--- config.mk ---
export PLATFORM = sky130hd
export DESIGN_NAME = samples_ring_buf_nmult
export DESIGN_NICKNAME = d
export VERILOG_FILES = /design/src/rtl/samples_ring_buf_nmult.sv
export SDC_FILE = /design/constraint.sdc
export NUM_CORES = 2
export LEC_CHECK = 0
export CAP_MARGIN = 10
export CORE_MARGIN = 10
export CORE_UTILIZATION = 46
export DETAILED_ROUTE_END_ITERATION = 7
export SETUP_SLACK_MARGIN = 0.5
export SYNTH_ARGS = -nofsm -noshare
export SYNTH_HDL_FRONTEND = slang
export SYNTH_SLANG_ARGS = --single-unit
--- constraint.sdc ---
create_clock -name clk_i -period 5.3 [get_ports clk_i]
set_clock_uncertainty 0.05 [all_clocks]
set_input_delay 1.06 -clock clk_i [delete_from_list [all_inputs] [get_ports clk_i]]
set_output_delay 1.06 -clock clk_i [all_outputs]
set_load 0.005 [all_outputs]
--- src/rtl/samples_ring_buf_nmult.sv ---
// -----------------------------------------------------------------------------
// samples_ring_buf_nmult
//
// Circular sample store feeding an N-way multiplier array of a FIR datapath.
// Incoming samples are written at an internal write pointer. Each read port is
// addressed by a tap offset counted back from the newest sample (0 = newest),
// so the MAC controller never handles absolute addresses.
//
// The storage array carries no reset. After reset or clear_i, a sweep writes
// zeros to every slot, one per cycle, so the array can map onto FPGA
// block/distributed RAM.
//
// Configuration macro:
//   SAMPLES_RING_BUF_WR_FWD_EN - when defined, a read issued in the same cycle
//       as a write sees the post-write buffer. Offset 0 returns in_data_i,
//       forwarded straight into the read register. When undefined, reads in a
//       write cycle are read-before-write. Without a same-cycle write, both
//       builds behave identically.
//
// Parameters:
//   DataWidth  sample width (signed two's complement, stored bit-exact)
//   AddrWidth  log2 of depth; Depth = 2**AddrWidth
//   NumPorts   number of independent read ports (>= 1)
//
// Ports:
//   clk_i        clock
//   rst_ni       asynchronous active-low reset
//   clear_i      synchronous flush request, restarts the zero sweep
//   in_valid_i   input sample valid
//   in_ready_o   buffer accepts a sample (registered, high only in RUN)
//   in_data_i    input sample
//   rd_req_i     read all ports this cycle
//   rd_offset_i  per-port tap offset, port p at [p*AddrWidth +: AddrWidth]
//   rd_valid_o   one-cycle pulse, rd_data_o valid
//   rd_data_o    per-port sample, port p at [p*DataWidth +: DataWidth]
//   fill_o       samples written since last sweep, saturates at Depth
//   full_o       fill_o == Depth
// -----------------------------------------------------------------------------
module samples_ring_buf_nmult #(
    parameter int unsigned DataWidth = 18,
    parameter int unsigned AddrWidth = 7,
    parameter int unsigned NumPorts  = 4
) (
    input  logic                          clk_i,
    input  logic                          rst_ni,
    input  logic                          clear_i,
    input  logic                          in_valid_i,
    output logic                          in_ready_o,
    input  logic [DataWidth-1:0]          in_data_i,
    input  logic                          rd_req_i,
    input  logic [NumPorts*AddrWidth-1:0] rd_offset_i,
    output logic                          rd_valid_o,
    output logic [NumPorts*DataWidth-1:0] rd_data_o,
    output logic [AddrWidth:0]            fill_o,
    output logic                          full_o
);

    localparam int unsigned Depth = 2 ** AddrWidth;

    localparam logic [AddrWidth-1:0] AddrOne  = AddrWidth'(1'b1);
    localparam logic [AddrWidth-1:0] AddrLast = {AddrWidth{1'b1}};
    localparam logic [AddrWidth:0]   FillOne  = (AddrWidth + 1)'(1'b1);
    localparam logic [AddrWidth:0]   FillMax  = {1'b1, {AddrWidth{1'b0}}};

    typedef enum logic [0:0] {
        StClr = 1'b0,
        StRun = 1'b1
    } state_e;

    // Registered state
    state_e                        state_q,    state_d;
    logic [AddrWidth-1:0]          clr_cnt_q,  clr_cnt_d;
    logic [AddrWidth-1:0]          wr_ptr_q,   wr_ptr_d;
    logic [AddrWidth:0]            fill_q,     fill_d;
    logic                          full_q,     full_d;
    logic                          in_ready_q, in_ready_d;
    logic                          rd_valid_q, rd_valid_d;
    logic [NumPorts*DataWidth-1:0] rd_data_q,  rd_data_d;

    // Sample storage, deliberately without reset (cleared by the sweep)
    logic [DataWidth-1:0]          mem_q [Depth];

    // Combinational control
    logic                          wr_en_s;
    logic                          rd_fire_s;
    logic                          ram_we_s;
    logic [AddrWidth-1:0]          ram_waddr_s;
    logic [DataWidth-1:0]          ram_wdata_s;
    logic [AddrWidth-1:0]          rd_base_s;
    logic [NumPorts*DataWidth-1:0] rd_word_s;

    // Next-state logic: sweep/run sequencing, write pointer and fill level
    always_comb begin
        state_d     = state_q;
        clr_cnt_d   = clr_cnt_q;
        wr_ptr_d    = wr_ptr_q;
        fill_d      = fill_q;
        wr_en_s     = 1'b0;
        rd_fire_s   = 1'b0;
        ram_we_s    = 1'b0;
        ram_waddr_s = wr_ptr_q;
        ram_wdata_s = in_data_i;

        if (clear_i) begin
            // Flush wins over everything in this cycle: no write, no read.
            state_d   = StClr;
            clr_cnt_d = '0;
            wr_ptr_d  = '0;
            fill_d    = '0;
        end else begin
            case (state_q)
                StClr: begin
                    ram_we_s    = 1'b1;
                    ram_waddr_s = clr_cnt_q;
                    ram_wdata_s = '0;
                    wr_ptr_d    = '0;
                    fill_d      = '0;
                    if (clr_cnt_q == AddrLast) begin
                        state_d   = StRun;
                        clr_cnt_d = '0;
                    end else begin
                        clr_cnt_d = clr_cnt_q + AddrOne;
                    end
                end
                StRun: begin
                    wr_en_s   = in_valid_i && in_ready_q;
                    rd_fire_s = rd_req_i;
                    if (wr_en_s) begin
                        ram_we_s = 1'b1;
                        // Pointer wraps naturally at Depth.
                        wr_ptr_d = wr_ptr_q + AddrOne;
                        if (fill_q == FillMax) begin
                            fill_d = fill_q;
                        end else begin
                            fill_d = fill_q + FillOne;
                        end
                    end else begin
                        wr_ptr_d = wr_ptr_q;
                        fill_d   = fill_q;
                    end
                end
                default: begin
                    state_d   = StClr;
                    clr_cnt_d = '0;
                    wr_ptr_d  = '0;
                    fill_d    = '0;
                end
            endcase
        end

        in_ready_d = (state_d == StRun);
        full_d     = (fill_d == FillMax);
        rd_valid_d = rd_fire_s;
    end

    // Read address generation and read-register next value
    always_comb begin
        logic [AddrWidth-1:0] addr_v;
        logic [AddrWidth-1:0] off_v;

`ifdef SAMPLES_RING_BUF_WR_FWD_EN
        // In a write cycle, offsets are taken from the sample being written.
        rd_base_s = wr_en_s ? wr_ptr_q : (wr_ptr_q - AddrOne);
`else
        // Pre-write pointer: offset 0 is the newest sample already stored.
        rd_base_s = wr_ptr_q - AddrOne;
`endif
        rd_word_s = '0;
        addr_v    = '0;
        off_v     = '0;
        for (int p = 0; p < int'(NumPorts); p++) begin
            off_v  = rd_offset_i[p*AddrWidth +: AddrWidth];
            addr_v = rd_base_s - off_v;
`ifdef SAMPLES_RING_BUF_WR_FWD_EN
            // Offset 0 targets the slot being written; bypass the array.
            rd_word_s[p*DataWidth +: DataWidth] =
                (wr_en_s && (off_v == '0)) ? in_data_i : mem_q[addr_v];
`else
            rd_word_s[p*DataWidth +: DataWidth] = mem_q[addr_v];
`endif
        end

        // Read register holds its last value between requests.
        rd_data_d = rd_fire_s ? rd_word_s : rd_data_q;
    end

    // Control and output registers
    always_ff @(posedge clk_i or negedge rst_ni) begin
        if (!rst_ni) begin
            state_q    <= StClr;
            clr_cnt_q  <= '0;
            wr_ptr_q   <= '0;
            fill_q     <= '0;
            full_q     <= 1'b0;
            in_ready_q <= 1'b0;
            rd_valid_q <= 1'b0;
            rd_data_q  <= '0;
        end else begin
            state_q    <= state_d;
            clr_cnt_q  <= clr_cnt_d;
            wr_ptr_q   <= wr_ptr_d;
            fill_q     <= fill_d;
            full_q     <= full_d;
            in_ready_q <= in_ready_d;
            rd_valid_q <= rd_valid_d;
            rd_data_q  <= rd_data_d;
        end
    end

    // Storage write port (sweep zeros or accepted samples)
    always_ff @(posedge clk_i) begin
        if (ram_we_s) begin
            mem_q[ram_waddr_s] <= ram_wdata_s;
        end
    end

    assign in_ready_o = in_ready_q;
    assign rd_valid_o = rd_valid_q;
    assign rd_data_o  = rd_data_q;
    assign fill_o     = fill_q;
    assign full_o     = full_q;

endmodule

After elaboration in Yosys (flattened, before gate mapping)
Memory sizes are Yosys's and may differ from the RTL's. A register that Yosys moved wholly into a read port is not among the register bits.
Cells that the tools add are included.
- add/subtract/negate cells: 8
- multipliers: 0
- divide/modulo/power cells: 0
- $lt $le $gt $ge: 0
- equality and inequality tests: 5
- shift-type cells: 0
- muxes and demuxes: 24
- bitwise gates (word level): 1
- reductions and logical operators: 5
- operator list (operator ; number):
    2-to-1 mux 7 bit ; 7
    2-to-1 mux 18 bit ; 2
    subtractor 7 bit ; 4
    2-to-1 mux 8 bit ; 3
    == test 8 bit, second input constant ; 2
    case mux 8 bit (2 select lines) ; 1
    adder 7 x 1 -> 7 bit, second input constant ; 2
    case mux 7 bit (2 select lines) ; 1
    2-to-1 mux 1 bit ; 9
    adder 8 x 1 -> 8 bit, second input constant ; 1
    == test 7 bit, second input constant ; 1
    subtractor 7 x 1 -> 7 bit, second input constant ; 1
    logical NOT 1 bit ; 4
    != test 3 x 2 -> 1 bit, second input constant ; 1
    != test 2 bit, second input constant ; 1
    case mux 1 bit (2 select lines) ; 1
    logical AND 1 bit ; 1
    NOT 1 bit ; 1
- flip-flop bits (word level): 25
- bits in latches: 0
- bits in writable memories: 2304
- ROM bits: 0
- input port bits: 51
- output and inout bits: 83
- memories: 1
- memories (memory ; words ; width ; rd ports ; clocked after memory_dff ; wr ports ; RTL line ; text):
    mem_q ; 128 ; 18 ; 4 ; 4 ; 1 ; 81 ; logic [DataWidth-1:0] mem_q [Depth];

Longest topological paths before layout
- depth after elaboration: 6
- depth in mapped cells: 15
- mapped depth without buffers: 12

Worst setup path after synthesis
Ideal clock, no wire load.
- kind: input -> register
- start point: input clear_i
- end point: memory mem_q[0][10], data pin
- arrival time: 3.880 ns
- required time: 4.715 ns
- path slack: 0.835 ns
- stages: 6
- buffers on the path: 4
- path through: clkbuf_1 or2_2 clkbuf_1 clkbuf_1 clkbuf_1 and2_1
- longest elaborated chain between the ends: 1
- ends and longest elaborated chain (item ; RTL line ; text):
    start: declaration ; 46 ; input logic clear_i,
    2-to-1 mux 18 bit ; 104 ; if (clear_i) begin
    named net ram_wdata_s[10] ; 88 ; logic [DataWidth-1:0] ram_wdata_s;
    end: declaration ; 81 ;
The timed path passes the listed nets, and every way through them passes these cells.

Worst setup path in the final report
- start point: register wr_ptr_q[0]
- end point: register rd_data_q[51] (netlist: rd_data_o[51]), read port of mem_q
- longest elaborated chain between the ends: 2
- ends and longest elaborated chain (item ; RTL line ; text):
    start: declaration ; 73 ; logic [AddrWidth-1:0] wr_ptr_q, wr_ptr_d;
    start signal: assignment ; 201 ; wr_ptr_q <= wr_ptr_d;
    subtractor 7 x 1 -> 7 bit ; 166 ; rd_base_s = wr_ptr_q - AddrOne;
    subtractor 7 bit ; 173 ; addr_v = rd_base_s - off_v;
    end: declaration ; 78 ; logic [NumPorts*DataWidth-1:0] rd_data_q, rd_data_d;
Every way passes these cells.
A chain may end at the register's enable or synchronous reset.

==> key figures <==
GRT
  • Initial antenna violation count: 41
  • Vias in the first global route: 111700
  • First-pass GRT wire length: 952800 µm
  • GRT Residual Overflow: 0
  • GRT Overall Usage: 0.3877
  • Largest net degree at the start of global routing: 129

Logic synthesis
  • Syn_area_per_cell: 15.93 µm²
  • Post-synth top area cell: edfxtp_1
  • Syn Nets: 9614
  • Mapped Cells: 9530
  • Library cells used by synthesis: 94
  • EDFF count, synth: 2304
  • Primary FF master, synth: edfxtp_1
  • Post-synthesis sequential area ratio: 0.4719
  • Synth top area share: 0.4559
  • Synth top cells by count: 2331 x mux4_2, 2304 x edfxtp_1, 1171 x nand2_1
  • Number of synthesized register bits: 2401
  • Ys Warns: 0
  • Synthesized area: 151800 µm²
  • Synth top area cells: edfxtp_1 46%, mux4_2 35%, nand2_1 2.9%
  • Cell with the most instances after synthesis: mux4_2
  • Async S/R FF share, synth: 0.04040

Floorplan
  • Die area: 353300 µm²
  • Rows: 210
  • Top-level port count: 134
  • Die H: 594.4 µm
  • Core Area: 327900 µm²
  • Die Wd: 594.4 µm
  • Starting Density: 0.4628

Detailed routing
  • Drt first pass iters: 6
  • Post-Route WL: 705000 µm
  • Via count: 115400
  • Via-to-Cell Ratio: 7.763
  • ANT nets after route: 0
  • # DRC: 0
  • DRT iter0 DRCs: 21010
  • Routed WL per cell: 47.42 µm

Setup path
  • Setup slack, reg-to-reg: 0.39 ns
  • Crit path max-delay family: buffers and inverters
  • Req. time, crit path: 6.07 ns
  • Crit path max fanout: 34
  • CP most frequent cell: buf_12
  • Crit path DAT: 5.68 ns
  • Slowest stage delay, CP: 0.80 ns
  • Worst Setup End Kind: flip-flop
  • Worst-path cell chain: inv_1 -> ha_1 -> buf_6 -> inv_1 -> buf_12 -> fa_4 -> buf_12 -> buf_12 -> buf_12 -> buf_12 -> buf_4 -> mux4_2 -> nand2_1 -> and3_1 -> a311oi_1 -> buf_4 -> o311ai_2 -> a31oi_1
  • Crit Path Class: reg -> reg
  • Buffers & Inverters on Critical Path: 10
  • Setup crit start kind: flip-flop
  • Critical-path top delay cell: fa_4

Final layout
  • Fraction of layout cells with a size suffix above 1: 0.4191
  • # nets final: 10340
  • Fillers: 25810
  • Syn-to-layout area delta: 17.78%
  • Post-route cell area: 178800 µm²

STA
  • # setup viols final: 0
  • Unrepaired setup endpoints after global routing: true
  • Final Hold Vio Count: 0
  • Achievable frequency: 0.2037 GHz
  • Final Cycle Share: 0.9263
  • Minimum hold slack: 0.01418 ns
  • Pin slew with the least headroom to its limit: 1.238 ns
  • Final slew viol count: 0
  • Final min period: 4.909 ns
  • Slew HR: 0.1660
  • Setup_tns: 0 ns

Clock network
  • Cts hold-fix bufs: 0
  • Number of clock sinks: 2401
  • CTS tree: yes
  • Clk Latency, worst-skew pair: 0.99 ns
  • Clk slew on worst S/H paths: 0.06 ns
  • CTS HTree Levels: 5
  • Root buffer cell: clkbuf_16
  • Clock Path Buffers: 4
  • Num CTS Buffers: 289

Placed design
  • Input/output buffers: 133
  • Post-DP HPWL: 470500 µm
  • Final GP Congestion: 1.014
  • DP Area: 168300 µm²

Pwr
  • Lkg Pwr: 59.95 nW
  • PwrDens: 288.8 nW/µm²
  • Worst VDD drop: 247.9 µV

Status
  • Status: finished clean

Flow run
  • Max-Cap Viols: 0

Min path
  • Worst hold path type: in -> async
[registers in the layout, summed over array words and instances (netlist names)]
| register | flops |
|---|---|
| fill_o | 8 |
| wr_ptr_q | 7 |
| rd_valid_o | 1 |
| clr_cnt_q | 7 |
| full_o | 1 |
| in_ready_o | 1 |
| mem_q | 2304 |
| rd_data_o | 72 |
[cell type report]
type	instances	area [µm²]	area share
multi-input combinational	6104	76770	0.4295
sequential	2401	71610	0.4006
timing repair buffer	1418	15140	0.08470
clock buffer	376	7964	0.04455
tap	4346	5438	0.03042
clock inverter	146	1588	0.008882
inverter	42	158.9	0.0008889
antenna	33	82.58	0.0004620
[repair_timing]
item,in CTS,in global routing
pin swaps,5,11
buffers inserted,1,6
resized for setup,63,61
setup endpoints to repair,26,48
cloned,2,1
endpoints found under the hold margin,0,0
[kinds of logic after synthesis]
group	share of synthesized area
buf+inv	0.03279
xor+xnor	0.002696
simple gates	0.07366
flops	0.4719
fa+ha+maj	0.002918
compound gates	0.05345
mux	0.3626
[routing by layer]
metal | up-vias | GRT usage | share of wire
met1 | 59780 | 0.4814 | 0.33
met4 | 24 | 0.2348 | 0.078
li1 | 42440 | - | -
met2 | 10960 | 0.5424 | 0.42
met3 | 2190 | 0.1943 | 0.18
met5 | - | 0 | 0.00021
[final timing paths]
path                                from             to  cells past startpoint
hold / removal                    rst_ni      fill_o[7]                      1
max in group asynchronous         rst_ni  rd_data_o[52]                      2
min in group clk_i         rd_data_o[29]  rd_data_o[29]                      2
setup reg to reg             wr_ptr_q[0]  rd_data_o[51]                     18
hold reg to reg            rd_data_o[29]  rd_data_o[29]                      2
setup / recovery             wr_ptr_q[0]  rd_data_o[51]                     18
[cell usage in the layout (no fill, tap or decap), types with 22 or more instances in the layout]
master / count
a2111oi_0: 69
a211oi_1: 199
a221oi_1: 36
a311o_1: 57
a311oi_1: 97
a31oi_1: 35
and2_1: 67
and3_1: 374
buf_12: 312
buf_4: 948
bufinv_16: 31
clkbuf_1: 60
clkbuf_16: 302
clkdlybuf4s50_1: 132
clkinv_1: 34
clkinv_2: 48
dfrtp_1: 97
diode_2: 33
edfxtp_1: 2304
ha_1: 25
inv_1: 41
mux2_2: 37
mux2i_1: 210
mux4_2: 2331
nand2_1: 1164
nand3_1: 158
nand4_1: 37
nor2_1: 279
nor2_2: 108
nor2_4: 30
nor3_1: 92
o2111ai_1: 37
o211ai_1: 22
o21ai_0: 79
o221ai_1: 36
o22ai_1: 33
o32a_1: 32
o32ai_1: 33
o41ai_1: 32
or4_1: 36
[through the flow]
stage,worst slack (ns),utilization,total power [mW],instances
finish,0.3907,0.5451,51.63,14870
global placement,-1.373,0.5130,30.74,14300
detailed placement,-1.187,0.5131,30.76,14300
global route,0.4175,0.5449,52.43,14830
CTS,0.3747,0.5437,51.12,14830
floorplan,0.8353,-,25.91,9530
[report_power, final]
| group | internal [mW] | leakage [nW] | switching (mW) |
|---|---|---|---|
| clock | 12.1 | 4.65 | 8.53 |
| sequential | 20.9 | 22.3 | 0.213 |
| combinational | 3.79 | 33.0 | 6.11 |
| total | 36.8 | 60.0 | 14.9 |
[worst register-to-register path, stage by stage, from the launching register on]
cell,delay (ns)
dfrtp_1,0.35
inv_1,0.07
ha_1,0.30
buf_6,0.18
inv_1,0.10
buf_12,0.16
fa_4,0.81
buf_12,0.22
buf_12,0.26
buf_12,0.14
buf_12,0.24
buf_4,0.25
mux4_2,0.32
nand2_1,0.11
and3_1,0.17
a311oi_1,0.05
buf_4,0.19
o311ai_2,0.62
a31oi_1,0.18
Power figures use the tool's default switching activity.
